==> src/rtl/moore_state_monitor_if.sv <==
// Bundle of the sampling controls and observation outputs of moore_state_monitor.
// The bench drives through master; the monitor attaches through slave.
interface moore_state_monitor_if #(
  parameter int CW = 4,
  parameter int DW = 8
);
  logic          clear;
  logic          enable;
  logic [1:0]    state_in;
  logic          change;
  logic          seq_hit;
  logic          illegal;
  logic          illegal_seen;
  logic [3:0]    illegal_info;
  logic [DW-1:0] dwell;
  logic [CW-1:0] visits_s0;
  logic [CW-1:0] visits_s1;
  logic [CW-1:0] visits_s2;
  logic [CW-1:0] visits_s3;

  modport master (
    output clear, enable, state_in,
    input  change, seq_hit, illegal, illegal_seen, illegal_info, dwell,
    input  visits_s0, visits_s1, visits_s2, visits_s3
  );

  modport slave (
    input  clear, enable, state_in,
    output change, seq_hit, illegal, illegal_seen, illegal_info, dwell,
    output visits_s0, visits_s1, visits_s2, visits_s3
  );
endinterface

==> src/rtl/moore_state_monitor.sv <==
// Passive observer of a 2-bit Moore FSM state: change/illegal-step detection,
// per-state entry counts, dwell time and 3-entry sequence match.
module moore_state_monitor #(
  parameter int         CW  = 4,
  parameter int         DW  = 8,
  parameter logic [5:0] SEQ = 6'b00_10_11
) (
  input logic                  clock,
  input logic                  reset,
  moore_state_monitor_if.slave mon
);

  logic [1:0]    prev_q, prev_d;
  logic          prev_valid_q, prev_valid_d;
  logic [3:0]    hist_q, hist_d;
  logic [1:0]    hist_cnt_q, hist_cnt_d;
  logic          change_q, change_d;
  logic          seq_hit_q, seq_hit_d;
  logic          illegal_q, illegal_d;
  logic          illegal_seen_q, illegal_seen_d;
  logic [3:0]    illegal_info_q, illegal_info_d;
  logic [DW-1:0] dwell_q, dwell_d;
  logic [CW-1:0] visits_q [4];
  logic [CW-1:0] visits_d [4];
  logic [1:0]    cur_s;
  logic [5:0]    hist_shift_s;

  function automatic logic legal_step(input logic [1:0] p, input logic [1:0] c);
    logic ok;
    case (p)
      2'd0:    ok = (c == 2'd2) || (c == 2'd3);
      2'd1:    ok = (c == 2'd1) || (c == 2'd3);
      2'd2:    ok = (c == 2'd2) || (c == 2'd3);
      2'd3:    ok = (c == 2'd0) || (c == 2'd2);
      default: ok = 1'b0;
    endcase
    return ok;
  endfunction

  function automatic logic [CW-1:0] visit_inc(input logic [CW-1:0] v);
    return (v == {CW{1'b1}}) ? v : v + CW'(1);
  endfunction

  // Next-state: clear, enable gap, first sample after a gap, or continued sampling.
  always_comb begin
    cur_s          = mon.state_in;
    hist_shift_s   = {hist_q, cur_s};
    prev_d         = prev_q;
    prev_valid_d   = prev_valid_q;
    hist_d         = hist_q;
    hist_cnt_d     = hist_cnt_q;
    change_d       = 1'b0;
    seq_hit_d      = 1'b0;
    illegal_d      = 1'b0;
    illegal_seen_d = illegal_seen_q;
    illegal_info_d = illegal_info_q;
    dwell_d        = dwell_q;
    visits_d       = visits_q;
    if (mon.clear) begin
      prev_d         = 2'd0;
      prev_valid_d   = 1'b0;
      hist_d         = 4'd0;
      hist_cnt_d     = 2'd0;
      illegal_seen_d = 1'b0;
      illegal_info_d = 4'd0;
      dwell_d        = {DW{1'b0}};
      visits_d       = '{default: {CW{1'b0}}};
    end else if (!mon.enable) begin
      prev_valid_d = 1'b0;
      hist_cnt_d   = 2'd0;
    end else if (!prev_valid_q) begin
      prev_d          = cur_s;
      prev_valid_d    = 1'b1;
      visits_d[cur_s] = visit_inc(visits_q[cur_s]);
      dwell_d         = DW'(1);
      hist_d          = hist_shift_s[3:0];
      hist_cnt_d      = 2'd1;
    end else begin
      prev_d = cur_s;
      if (!legal_step(prev_q, cur_s)) begin
        illegal_d      = 1'b1;
        illegal_seen_d = 1'b1;
        if (!illegal_seen_q) begin
          illegal_info_d = {prev_q, cur_s};
        end else begin
          illegal_info_d = illegal_info_q;
        end
      end else begin
        illegal_d = 1'b0;
      end
      // Only a genuine entry advances history, so self-loops can never complete SEQ.
      if (cur_s != prev_q) begin
        change_d        = 1'b1;
        visits_d[cur_s] = visit_inc(visits_q[cur_s]);
        dwell_d         = DW'(1);
        hist_d          = hist_shift_s[3:0];
        hist_cnt_d      = (hist_cnt_q == 2'd3) ? 2'd3 : hist_cnt_q + 2'd1;
        seq_hit_d       = (hist_cnt_d == 2'd3) && (hist_shift_s == SEQ);
      end else if (dwell_q != {DW{1'b1}}) begin
        dwell_d = dwell_q + DW'(1);
      end else begin
        dwell_d = dwell_q;
      end
    end
  end

  // State and output registers.
  always_ff @(posedge clock or negedge reset) begin
    if (!reset) begin
      prev_q         <= 2'd0;
      prev_valid_q   <= 1'b0;
      hist_q         <= 4'd0;
      hist_cnt_q     <= 2'd0;
      change_q       <= 1'b0;
      seq_hit_q      <= 1'b0;
      illegal_q      <= 1'b0;
      illegal_seen_q <= 1'b0;
      illegal_info_q <= 4'd0;
      dwell_q        <= {DW{1'b0}};
      visits_q       <= '{default: {CW{1'b0}}};
    end else begin
      prev_q         <= prev_d;
      prev_valid_q   <= prev_valid_d;
      hist_q         <= hist_d;
      hist_cnt_q     <= hist_cnt_d;
      change_q       <= change_d;
      seq_hit_q      <= seq_hit_d;
      illegal_q      <= illegal_d;
      illegal_seen_q <= illegal_seen_d;
      illegal_info_q <= illegal_info_d;
      dwell_q        <= dwell_d;
      visits_q       <= visits_d;
    end
  end

  assign mon.change       = change_q;
  assign mon.seq_hit      = seq_hit_q;
  assign mon.illegal      = illegal_q;
  assign mon.illegal_seen = illegal_seen_q;
  assign mon.illegal_info = illegal_info_q;
  assign mon.dwell        = dwell_q;
  assign mon.visits_s0    = visits_q[0];
  assign mon.visits_s1    = visits_q[1];
  assign mon.visits_s2    = visits_q[2];
  assign mon.visits_s3    = visits_q[3];

endmodule

==> src/flat_wrapper.sv <==
// flat-port wrapper written by rule: the top's interface ports become plain ports
module moore_state_monitor_flat 
#(
  parameter int         CW  = 4,
  parameter int         DW  = 8,
  parameter logic [5:0] SEQ = 6'b00_10_11
)
  (clock, reset, mon_clear, mon_enable, mon_state_in, mon_change, mon_seq_hit, mon_illegal, mon_illegal_seen, mon_illegal_info, mon_dwell, mon_visits_s0, mon_visits_s1, mon_visits_s2, mon_visits_s3);
  moore_state_monitor_if #(.CW(CW), .DW(DW)) mon_i ();
  input logic clock;
  input logic reset;
  input wire logic [$bits(mon_i.clear)-1:0] mon_clear;
  input wire logic [$bits(mon_i.enable)-1:0] mon_enable;
  input wire logic [$bits(mon_i.state_in)-1:0] mon_state_in;
  output wire logic [$bits(mon_i.change)-1:0] mon_change;
  output wire logic [$bits(mon_i.seq_hit)-1:0] mon_seq_hit;
  output wire logic [$bits(mon_i.illegal)-1:0] mon_illegal;
  output wire logic [$bits(mon_i.illegal_seen)-1:0] mon_illegal_seen;
  output wire logic [$bits(mon_i.illegal_info)-1:0] mon_illegal_info;
  output wire logic [$bits(mon_i.dwell)-1:0] mon_dwell;
  output wire logic [$bits(mon_i.visits_s0)-1:0] mon_visits_s0;
  output wire logic [$bits(mon_i.visits_s1)-1:0] mon_visits_s1;
  output wire logic [$bits(mon_i.visits_s2)-1:0] mon_visits_s2;
  output wire logic [$bits(mon_i.visits_s3)-1:0] mon_visits_s3;
  assign mon_i.clear = mon_clear;
  assign mon_i.enable = mon_enable;
  assign mon_i.state_in = mon_state_in;
  assign mon_change = mon_i.change;
  assign mon_seq_hit = mon_i.seq_hit;
  assign mon_illegal = mon_i.illegal;
  assign mon_illegal_seen = mon_i.illegal_seen;
  assign mon_illegal_info = mon_i.illegal_info;
  assign mon_dwell = mon_i.dwell;
  assign mon_visits_s0 = mon_i.visits_s0;
  assign mon_visits_s1 = mon_i.visits_s1;
  assign mon_visits_s2 = mon_i.visits_s2;
  assign mon_visits_s3 = mon_i.visits_s3;
  moore_state_monitor #(.CW(CW), .DW(DW), .SEQ(SEQ)) u_core (.clock(clock), .reset(reset), .mon(mon_i));
endmodule
==> config.mk <==
export PLATFORM = sky130hd
export DESIGN_NAME = moore_state_monitor_flat
export DESIGN_NICKNAME = d
export VERILOG_FILES = /design/src/rtl/moore_state_monitor_if.sv /design/src/rtl/moore_state_monitor.sv /design/src/flat_wrapper.sv
export SDC_FILE = /design/constraint.sdc
export NUM_CORES = 1
export LEC_CHECK = 0
export ABC_AREA = 1
export BUFFER_PORTS_ARGS = -buffer_cell sky130_fd_sc_hd__buf_2
export CAP_MARGIN = 25
export CORE_ASPECT_RATIO = 1.5
export CORE_MARGIN = 10
export CORE_UTILIZATION = 30
export DETAILED_ROUTE_END_ITERATION = 12
export GPL_TIMING_DRIVEN = 0
export PLACE_DENSITY_LB_ADDON = 0.08
export SYNTH_ARGS = -nofsm -noshare
export SYNTH_HDL_FRONTEND = slang
export SYNTH_SLANG_ARGS = --single-unit
==> constraint.sdc <==
create_clock -name clock -period 3.5 [get_ports clock]
set_input_delay 0 -clock clock [delete_from_list [all_inputs] [get_ports clock]]
set_output_delay 0 -clock clock [all_outputs]
set_load 0.02 [all_outputs]
======== Word level (Yosys, flattened, before mapping) ========
Cells that the tools add are included.
word-level totals
  bits in registers ....................... 41
  bits of input ports ..................... 6
  word-level logic and storage cells ...... 105
cells by class
  add/subtract/negate cells ............... 3
  magnitude comparators ................... 2
  equality and inequality tests ........... 17
  muxes and demuxes ....................... 54
  bitwise operators ....................... 1
  reduce and logical (&&, ||, !) cells .... 14
operators with widths
  kind                   number
  $mux W16               4
  $mux W4                13
  $mux W8                5
  $mux W1                21
  $bwmux W16             1
  $mux W2                7
  $eq A2 B2 Y1 const B   6
  $add A8 B1 Y8 const B  1
  $bmux W4 S2            1
  $demux W4 S2           1
  $ne A4 B4 Y1 const B   2
  $ne A8 B8 Y1 const B   1
  $eq A6 B4 Y1 const B   1
  $add A4 B1 Y4 const B  1
  $eq A2 B1 Y1 const B   2
  $eq A4 B4 Y1 const B   1
  $logic_not A2 Y1       2
  $ne A2 B2 Y1 const B   2
  $reduce_and A2 Y1      2
  $reduce_and A4 Y1      1
  $reduce_bool A2 Y1     2
  $ge A3 B3 Y1 const B   1
  $logic_or A1 B1 Y1     3
  $lt A3 B1 Y1 const B   1
  other kinds (8)        9

======== Logic depth before layout (Yosys ltp) ========
Gate-level depths: netlist (run 1).
  depth after elaboration ................. 11
  gate-level depth with buffers ........... 14

======== Worst setup path before layout (run 1) ========
No wires, ideal clock.
  kind .................................... register to register
  start point ............................. reg u_core.dwell_q[0] (netlist: u_core.mon.dwell[0])
  end point ............................... reg u_core.dwell_q[2] (netlist: u_core.mon.dwell[2])
  setup time .............................. 118 ps
  arrival ................................. 1438 ps
  required time ........................... 3382 ps
  setup slack ............................. 1944 ps
  cell stages (with the launch flop) ...... 9
  buffers on the path ..................... 0
  path through ............................ dfrtp_1 -> ha_1 -> nand2_1 -> nor2_2 -> nand3_1 -> o21ai_2 -> nand2_4 -> nand3_1 -> nand2_1
between the ends
  longest elaborated chain between the ends .. 6
  elaborated cells on any way between the ends .. 9
RTL lines
  element                   line                        source
  start: declaration        moore_state_monitor.sv:22   logic [DW-1:0] dwell_q, dwell_d;
  start signal: assignment  moore_state_monitor.sv:119  dwell_q <= {DW{1'b0}};
  start signal: assignment  moore_state_monitor.sv:131  dwell_q <= dwell_d;
  $add A8 B1 Y8             moore_state_monitor.sv:100  dwell_d = dwell_q + DW'(1);
  $mux W8                   moore_state_monitor.sv:99   end else if (dwell_q != {DW{1'b1}}) begin
  $mux W8                   moore_state_monitor.sv:92   if (cur_s != prev_q) begin
  $mux W8                   moore_state_monitor.sv:71   end else if (!prev_valid_q) begin
  $mux W8                   moore_state_monitor.sv:68   end else if (!mon.enable) begin
  $mux W8                   moore_state_monitor.sv:59   if (mon.clear) begin
Several ways; a longest one is shown, not always the timed one. The select of a mux whose other input is x is not followed.
A chain may end at the register's enable or synchronous reset.

======== Worst setup path after layout (run 1) ========
  start point ............................. reg u_core.visits_q (netlist bit u_core.mon.visits_s3[0])
  end point ............................... reg u_core.visits_q (netlist bit u_core.mon.visits_s3[0])
between the ends
  longest elaborated chain between the ends .. 10
  elaborated cells on any way between the ends .. 11
RTL lines
  element                                        line                                                  source
  start: declaration                             moore_state_monitor.sv:23                             logic [CW-1:0] visits_q [4];
  start signal: assignment                       moore_state_monitor.sv:132                            visits_q <= visits_d;
  $bmux W4 S2                                    moore_state_monitor.sv:74, moore_state_monitor.sv:94
  $mux W4 (not written as such) (2 in series)    moore_state_monitor.sv:74, moore_state_monitor.sv:94
  $add A4 B1 Y4 or $eq A4 B4 Y1 (tied branches)  moore_state_monitor.sv:41                             return (v == {CW{1'b1}}) ? v : v + CW'(1);
  $mux W4                                        moore_state_monitor.sv:41
  $bwmux W16 (*)                                 moore_state_monitor.sv:74, moore_state_monitor.sv:94
  $mux W16                                       moore_state_monitor.sv:92
  $mux W16 (*)                                   moore_state_monitor.sv:71
  $mux W16 (*)                                   moore_state_monitor.sv:68
  $mux W16 (*)                                   moore_state_monitor.sv:59
Mark *: on every way between the ends. The rest lies on a longest branch, timed or not. The select of a mux whose other input is x is not followed.

==> results of run 1 <==
worst min-delay path by stage:
stage,cells after the start,end,slack [ns]
4_1_cts,2,u_core.mon.illegal_seen,0.02
6_report,2,u_core.mon.illegal_seen,0.008
5_1_grt,2,u_core.mon.illegal_seen,0.02
3_3_place_gp,1,u_core.mon.dwell[4],0.22
2_1_floorplan,0,u_core.hist_cnt_q[0],-0.30
3_5_place_dp,1,u_core.mon.dwell[2],0.21
logic make-up (layout without fill, tap and decap cells):
group / Yosys count / count (layout) / share of synthesized area
fa+ha+maj: 2 / 2 / 0.0106
simple gates: 207 / 207 / 0.412
compound gates: 20 / 20 / 0.0509
buf+inv: 39 / 83 / 0.0816
flops: 41 / 41 / 0.435
xor+xnor: 2 / 2 / 0.0106
layer usage:
metal  GRT usage  vias to the layer above
li1            -                     1077
met1       0.118                      985
met2       0.221                       48
met3      0.0303                       10
met4      0.0492                        0
met5           0                        -
final cells by class:
| cell class | instances | share of cell area |
|---|---|---|
| clock buffers | 7 | 0.0498 |
| repair buffers | 36 | 0.0700 |
| flip-flops and latches | 41 | 0.359 |
| inverters | 32 | 0.0446 |
| multi-input cells | 231 | 0.399 |
| well taps | 102 | 0.0446 |
| plain buffers | 7 | 0.0227 |
| clock inverters | 1 | 0.0105 |
state kept, by name, summed over array words and instances (netlist names):
register and count:
u_core.mon.dwell 8, u_core.hist_q 4, u_core.mon.illegal_info 4, u_core.mon.visits_s0 4
u_core.mon.visits_s1 4, u_core.mon.visits_s2 4, u_core.mon.visits_s3 4, u_core.hist_cnt_q 2
u_core.prev_q 2, u_core.mon.change 1, u_core.mon.illegal 1, u_core.mon.illegal_seen 1
u_core.mon.seq_hit 1, u_core.prev_valid_q 1
through the flow:
stage	setup slack, ns	cells	hold slack [ns]	instance area (um^2)	util
floorplan	1.94	311	-0.296	2360	-
global placement	1.78	447	0.221	2660	0.347
detailed placement	1.78	447	0.214	2660	0.347
CTS	1.77	456	0.0171	2840	0.371
global route	1.65	457	0.0213	2860	0.374
finish	1.80	457	0.00773	2860	0.374
power groups by stage:
| stage | Sequential (W) | Clock [W] | Combinational (W) |
|---|---|---|---|
| final | 0.000499 | 0.000537 | 0.000135 |
| after CTS | 0.000499 | 0.000555 | 0.000135 |
| after global routing | 0.000502 | 0.000572 | 0.000151 |
| after detailed placement | 0.000508 | 0 | 0.000134 |
| after global placement | 0.000508 | 0 | 0.000134 |
| after floorplan | 0.000517 | 0 | 0.0000762 |
synthesized netlist by cell type (all sizes together):
cell    number
nand2      127
xor2         1
clkinv       1
a31oi        1
a21oi        4
nand3       44
or2          2
o21ai        8
dfrtp       41
buf          7
nor2        28
ha           2
o31ai        2
o22ai        5
inv         31
nor3         2
xnor2        1
nand3b       1
nand4        3
critical path, stage by stage (launching register included):
cell and delay (ns):
dfrtp_1 0.36, nand2_1 0.06, nand2_1 0.06, nand2_1 0.09, nand2_2 0.13, ha_1 0.24
inv_1 0.11, nor2_4 0.14, nand3_1 0.19, nand3_1 0.15, nand2_1 0.05
what timing repair did:
action,4_1_cts,5_1_grt
endpoints found under the hold margin,41,0
hold buffers,1,0
gates resized for setup,0,0
==> results.toml, run 1 <==
[run_status]
outcome = "finished, final reports clean"

[grt]
grt_pass1_vias = 2220
grt_overflow = 0
antenna_found_initial = 0
grt_usage = 0.117
grt_max_degree = 42
grt_pass1_wl_um = 11000

[timing]
fin_worst_skew_ns = 0.00729
tightest_slew_ns = 0.466
fin_crit_ns = 1.70
period_share = 0.486
slew_headroom = 0.689
rsz0062_at_grt = "false"
hold_viol_final = 0
finalSetupTns_ns = 0
max_freq_ghz = 0.588
slew_viol_final = 0
setup_viol = 0

[cells_and_area]
multi_input_area_mm2 = 0.00114
layout_commonest_cell = "nand2_1"
nets = 362
layout.area.seq_mm2 = 0.00103
insertedDiodeCount = 0
drive_gt1_frac = 0.251
nFillCells = 854
area_growth_pct = 21.2
final_cell_mix = "nand2_1 (112), dfrtp_1 (41), nand3_1 (40), buf_2 (35), inv_1 (26)"

[power]
comb_power_share = 0.115
seqPwrFrac = 0.426
power.density_mw_per_mm2 = 409
irDropWorstVdd_mv = 0.180
finalPower_w = 0.00117
power.leakage_nw = 1.52
intPower_w = 0.000884
p_switching_w = 0.000288
p_sw_frac = 0.246
pwr-share-clk = 0.459

[synth]
synth_top_area_frac = 0.435
syn-cell-area_mm2 = 0.00236
ys_seq_area_frac = 0.435
yosysTopAreaCell = "dfrtp_1"
synthTopCellsByArea = "dfrtp_1 (43%), nand2_1 (18%), nand3_1 (8.5%)"
syn_nets = 319
synth_seq_cells = 41
synthCells = 311
avgSynthCellArea_um2 = 7.59
ys_types = 32
ys_warn_count = 0

[critical_path]
worst_ep_arrival_time_ns = 1.88
reg2reg_from = "u_core.mon.visits_s3[0]"
cp-start-kind = "flip-flop"
critPathCaptureType = "flip-flop"
criticalPathCategory = "reg2reg"
required_ns = 3.68
endpoint = "u_core.mon.visits_s3[0]"
critical_path_peak_fanout = 5
reg2regPathDepth = 10
rr_endpoint = "u_core.mon.visits_s3[0]"
worstSetupStartpoint = "u_core.mon.visits_s3[0]"
r2r_slack_ns = 1.80

[die]
start_util = 0.308
die_h_um = 129
rows = 39
io-pin-count = 38
core_mm2 = 0.00766
dieWidth_um = 92.4
die_area_mm2 = 0.0119

[placed_design]
io_buffers = 34
place_congestion = 0.838
hpwl_um = 5150

[detailed_routing]
dr_total_vias = 2120
totalWireLength_um = 6690
drt_iter0_markers = 62
postRouteAntennaNets = 0
m1WireLength_um = 2590
first_pass_iters = 4
avgViaCountPerCell = 4.64
top_layer_used = "met4"
wl_per_cell_um = 14.6
wl_met2_um = 3620
drc = 0
met3_length_um = 329

[clock_network]
clock_sink_count = 41
cts_buffer_depth = 2
clk_pin_slew_ns = 0.06
cts_made_buffers = 5
post_cts.repair.setup_buffers = 0
cts_tree = "built"
clockRootBuffer = "clkbuf_16"
insertion_delay_ns = 0.28
cts_htree_levels = 2

[job]
cap_violations = 0

[worst_hold_path]
hold_start = "mon_clear"
hold_path.class = "in2reg"
No activity file was read; power rests on OpenSTA's default activity.
==> inputs of run 2 (changes only) <==
--- a/config.mk
+++ b/config.mk
@@ -5,7 +5,7 @@
 export SDC_FILE = /design/constraint.sdc
 export NUM_CORES = 1
 export LEC_CHECK = 0
-export ABC_AREA = 1
+export ABC_AREA = 0
 export BUFFER_PORTS_ARGS = -buffer_cell sky130_fd_sc_hd__buf_2
 export CAP_MARGIN = 25
 export CORE_ASPECT_RATIO = 1.5
==> constraint.sdc (replaced) <==
create_clock -name clock -period 1.6 [get_ports clock]
set_input_delay 0 -clock clock [delete_from_list [all_inputs] [get_ports clock]]
set_output_delay 0 -clock clock [all_outputs]
set_load 0.02 [all_outputs]
==> run 2 against run 1 <==
Net effect: the run now ends with negative setup slack left; worst hold slack gained 0.036 ns; routed wire length shrank 13%; fmax shrank 6.1%; cell area shrank 2.7%; combinational power grew 120%; clock power grew 61%; flip-flop and latch count is the same; critical path depth shrank 5; register-to-register slack lost 2.0 ns.
==> results.toml, run 2 <==
[critical_path]
critical_path.top_delay_family = "multiplexers"
worstSetupStartpoint = "u_core.mon.visits_s0[0]"
critPathCaptureType = "flip-flop"
worst_ep_arrival_time_ns = 1.95
cp-start-kind = "flip-flop"
required_ns = 1.74
slowest_stage = "mux4_2"
path_cells = "mux4_2, ha_4, nand3_4, mux2i_4, a211oi_2"
criticalPathCategory = "reg2reg"
cp.buffers_inverters = 0
max_stage_delay_ns = 0.51
reg2reg_from = "u_core.mon.visits_s0[0]"
critical_path_peak_fanout = 4

[timing]
fin_crit_ns = 1.81
fin_worst_skew_ns = 0.0122
slew_viol_final = 0
period_share = 1.13
tightest_slew_ns = 0.791
slew_headroom = 0.470
rsz0062_at_grt = "true"
setup_viol = 16
max_freq_ghz = 0.552
hold_viol_final = 0
finalWorstSetupSlack_ns = -0.210

[cells_and_area]
nets = 259
drive_gt1_frac = 0.417
area_growth_pct = 35.9
insertedDiodeCount = 0
utilization = 0.423
layout_commonest_cell = "buf_2"
final_cell_mix = "buf_2 (37), dfrtp_1 (31), buf_4 (19), nor2_1 (18), mux2i_1 (13)"
largest_register_ffs = 8

[detailed_routing]
avgViaCountPerCell = 5.20
dr_total_vias = 1704
postRouteAntennaNets = 0
totalWireLength_um = 5850
first_pass_iters = 4
drc = 0
wl_per_cell_um = 17.8
drt_iter0_markers = 39

[job]
cap_violations = 0

[synth]
yosysTopAreaCell = "dfrtp_1"
synth_edf_count = 0
ys_types = 42
ys.flop_type = "dfrtp_1"
synthArstFlopShare = 1.00
ys_top_cells_by_count = "dfrtp_1 (41), nor2_1 (20), mux2i_1 (14), nand3_1 (11), nand2_1 (10)"
avgSynthCellArea_um2 = 10.8
syn_nets = 198
synth_top_area_frac = 0.501
synth_seq_cells = 41
yosysMostFrequentCell = "dfrtp_1"
synthCells = 190
synthTopCellsByArea = "dfrtp_1 (50%), mux2i_1 (6.8%), mux4_2 (4.4%)"
ys_warn_count = 0
syn-cell-area_mm2 = 0.00205
ys_seq_area_frac = 0.501

[die]
die_h_um = 121
rows = 36
core_mm2 = 0.00658
dieWidth_um = 87.5
start_util = 0.311
die_area_mm2 = 0.0106
io-pin-count = 38

[grt]
antenna_found_initial = 0
grt_max_degree = 42
grt_overflow = 0
grt_pass1_wl_um = 9570
grt_usage = 0.114
grt_pass1_vias = 1803

[power]
finalPower_w = 0.00225
power.density_mw_per_mm2 = 809
irDropWorstVdd_mv = 0.435
power.leakage_nw = 1.27

[placed_design]
place_congestion = 0.751
io_buffers = 34
hpwl_um = 4150

[run_status]
outcome = "finished, violations left"
violations = "negative setup slack"

[clock_network]
cts_htree_levels = 2
clk_pin_slew_ns = 0.08
cts_buffer_depth = 2
insertion_delay_ns = 0.30
cts_made_buffers = 5
cts_tree = "built"
clockRootBuffer = "clkbuf_8"
clock_sink_count = 41

[worst_hold_path]
hold_path.class = "in2async"
## run 2: changes by cell type after synthesis, sizes merged, moves of 8 or more
cell   delta
inv      -28
mux2i    +14
and3      +8
nand3    -32
nand2   -117
a22o      +9
## run 2: power by group
part	internal [W]	switching (W)	leakage (nW)
sequential	0.00106	0.0000220	0.548
clock	0.000509	0.000358	0.0585
combinational	0.000121	0.000179	0.665
total	0.00169	0.000560	1.27
## run 2: repair_timing
action                                  in CTS  in global routing
buffers inserted                            11                  8
hold buffers                                 1                  0
endpoints found under the hold margin       41                  0
gates resized for setup                     22                  7
pin swaps                                    5                 11
endpoints found under the setup margin      27                 28
## run 2: worst paths after layout
path / end / slack [ns] / cells past startpoint
min: u_core.mon.seq_hit / 0.04 / 2
max: u_core.mon.visits_s3[1] / -0.21 / 5
max in group asynchronous: u_core.mon.visits_s2[1] / 1.13 / 3
min in group clock: u_core.hist_cnt_q[0] / 0.13 / 3
max reg2reg: u_core.mon.visits_s3[1] / -0.21 / 5
min reg2reg: u_core.mon.visits_s0[1] / 0.52 / 1
## run 2: final cells by class
cell class	instances	area [um^2]
Clock buffer	7	86.3
Tap cell	76	95.1
Inverter	3	11.3
Buffer	11	60.1
Clock inverter	1	30.0
Multi-Input combinational cell	134	1120
Fill cell	656	3790
Timing Repair Buffer	55	343
Sequential cell	41	1040
## run 2: logic make-up (layout without fill, tap and decap cells)
kind of cell | count (synthesis) | after routing | synth area share
AOI/OAI and AO/OA | 42 | 42 | 0.147
xor gates and xnor gates | 4 | 4 | 0.0171
adders and majority gates | 2 | 2 | 0.0122
buffers and inverters | 15 | 77 | 0.0336
DFF | 41 | 41 | 0.501
muxes | 19 | 19 | 0.118
and+or+nand+nor | 67 | 67 | 0.171
## run 2: routing by layer
layer	track usage	routed length [um]
met1	0.133	2410
met2	0.193	3100
met3	0.0282	227
met4	0.0450	118
met5	0	0
## run 2: per-stage QoR
stage / worst slack, ns / cells / hold slack (ns) / setup TNS (ns) / instance area [um^2]
finish: -0.210 / 328 / 0.0434 / -2.02 / 2780
global route: -0.250 / 328 / 0.0450 / -3.50 / 2780
CTS: -0.186 / 320 / 0.130 / -2.28 / 2690
detailed placement: -0.309 / 300 / 0.209 / -4.63 / 2370
global placement: -0.301 / 300 / 0.212 / -4.81 / 2370
floorplan: -0.186 / 190 / -0.296 / -2.23 / 2110
==> inputs of run 3 (changes only) <==
==> constraint.sdc (replaced) <==
create_clock -name clock -period 1.6 [get_ports clock]
set_input_delay 0.16 -clock clock [delete_from_list [all_inputs] [get_ports clock]]
set_output_delay 0.16 -clock clock [all_outputs]
set_load 0.02 [all_outputs]
==> run 3 against run 2 <==
Net effect: the run still ends with negative setup slack left; clock power about the same; cell count did not move; utilization stayed put; sequential share of layout area is the same; global-route usage hardly changed; flip-flop and latch count unchanged; sequential power is essentially flat; first-iteration DRC count down 10%; critical path depth is the same; power hardly changed; register-to-register slack is essentially flat; critical path type unchanged; largest power group unchanged.
==> results.toml, run 3 (synthesis results as in run 2) <==
[clock_network]
cts_htree_levels = 2
clk_pin_slew_ns = 0.07
insertion_delay_ns = 0.30
cts_tree = "built"
cts_buffer_depth = 2
cts_made_buffers = 5
clockRootBuffer = "clkbuf_8"
clock_sink_count = 41

[placed_design]
place_inst = 300
dpl_cell_area_mm2 = 0.00237
io_buffers = 34
place_congestion = 0.751
hpwl_um = 4150

[timing]
max_freq_ghz = 0.552
fin_worst_skew_ns = 0.0119
period_share = 1.13
rsz0062_at_grt = "true"
slew_viol_final = 0
fin_crit_ns = 1.81
slew_headroom = 0.465
finalWorstSetupSlack_ns = -0.211
setup_viol = 16
hold_viol_final = 0
tightest_slew_ns = 0.799

[critical_path]
reg2reg_from = "u_core.mon.visits_s0[1]"
cp-start-kind = "flip-flop"
criticalPathCategory = "reg2reg"
required_ns = 1.74
reg2regPathDepth = 5
critical_path_peak_fanout = 4
r2r_slack_ns = -0.21
critPathCaptureType = "flip-flop"
rr_endpoint = "u_core.mon.visits_s3[1]"
worst_ep_arrival_time_ns = 1.95
endpoint = "u_core.mon.visits_s3[1]"
worstSetupStartpoint = "u_core.mon.visits_s0[1]"

[die]
io-pin-count = 38
start_util = 0.311
die_area_mm2 = 0.0106
die_h_um = 121
rows = 36
core_mm2 = 0.00658
dieWidth_um = 87.5

[power]
power.leakage_nw = 1.27
power.density_mw_per_mm2 = 809
irDropWorstVdd_mv = 0.436

[detailed_routing]
drc = 0
drt_iter0_markers = 35
avgViaCountPerCell = 5.20
first_pass_iters = 4
totalWireLength_um = 5860
dr_total_vias = 1707
wl_per_cell_um = 17.9
postRouteAntennaNets = 0

[grt]
grt_overflow = 0
antenna_found_initial = 0
grt_max_degree = 42
grt_pass1_vias = 1800
grt_usage = 0.114
grt_pass1_wl_um = 9560

[run_status]
outcome = "finished, violations left"
violations = "negative setup slack"

[cells_and_area]
nets = 259
layout_commonest_cell = "buf_2"
drive_gt1_frac = 0.417
area_growth_pct = 35.9
post-route-cell-area_mm2 = 0.00278
final_cell_mix = "buf_2 (37), dfrtp_1 (31), buf_4 (19), nor2_1 (18), mux2i_1 (13)"
stdcell_count = 328
insertedDiodeCount = 0
largest_register_ffs = 8
utilization = 0.423
nFillCells = 656

[job]
cap_violations = 0

[worst_hold_path]
hold_path.class = "in2async"
-- run 3: report_power, final --
part | leakage (nW) | internal (W) | switching [W]
Sequential | 0.548 | 0.00106 | 0.0000220
Clock | 0.0585 | 0.000509 | 0.000358
Combinational | 0.665 | 0.000121 | 0.000179
-- run 3: stage by stage --
stage          hold WS (ns)  setup TNS (ns)  setup WS (ns)  total power, W
5_1_grt               0.205           -3.50         -0.250         0.00235
3_3_place_gp          0.372           -4.87         -0.301         0.00134
2_1_floorplan        -0.136           -2.23         -0.186         0.00125
3_5_place_dp          0.369           -4.71         -0.309         0.00134
6_report              0.203           -2.00         -0.211         0.00225
4_1_cts              0.0419           -2.28         -0.186         0.00226
-- run 3: worst min path at each step --
stage           from                       to  slack (ns)  cells after the start
3_3_place_gp   reset        u_core.mon.change        0.37                      1
2_1_floorplan  reset     u_core.hist_cnt_q[0]       -0.14                      0
3_5_place_dp   reset       u_core.mon.seq_hit        0.37                      1
4_1_cts        reset  u_core.mon.visits_s0[3]        0.04                      1
6_report       reset       u_core.mon.seq_hit        0.20                      2
5_1_grt        reset       u_core.mon.seq_hit        0.21                      2
-- run 3: timing repair --
action / CTS / global route
resized for setup: 22 / 7
setup endpoints to repair: 27 / 28
endpoints found under the hold margin: 0 / 41
pin swaps: 5 / 11
buffers inserted: 11 / 8
hold buffers: 0 / 1
-- run 3: cell type report --
cell class                      instances  area, um^2  area share
Inverter                                3        11.3     0.00404
Sequential cell                        41        1040       0.373
Clock buffer                            7        86.3      0.0310
Tap cell                               76        95.1      0.0342
Buffer                                 11        60.1      0.0216
Multi-Input combinational cell        134        1120       0.402
Clock inverter                          1        30.0      0.0108
Timing Repair Buffer                   55         343       0.123
-- run 3: layer usage --
layer  routed length [um]  global-route usage  vias up
met1                 2410               0.133      852
li1                     -                   -      814
met3                  221              0.0282        8
met4                  118              0.0450        0
met5                    0                   0        -
met2                 3110               0.193       33
-- run 3: worst max-delay path, cell delays in order (launching register included) --
cell      delay, ns
dfrtp_2        0.42
mux4_2         0.52
ha_4           0.22
nand3_4        0.10
mux2i_4        0.31
a211oi_2       0.10
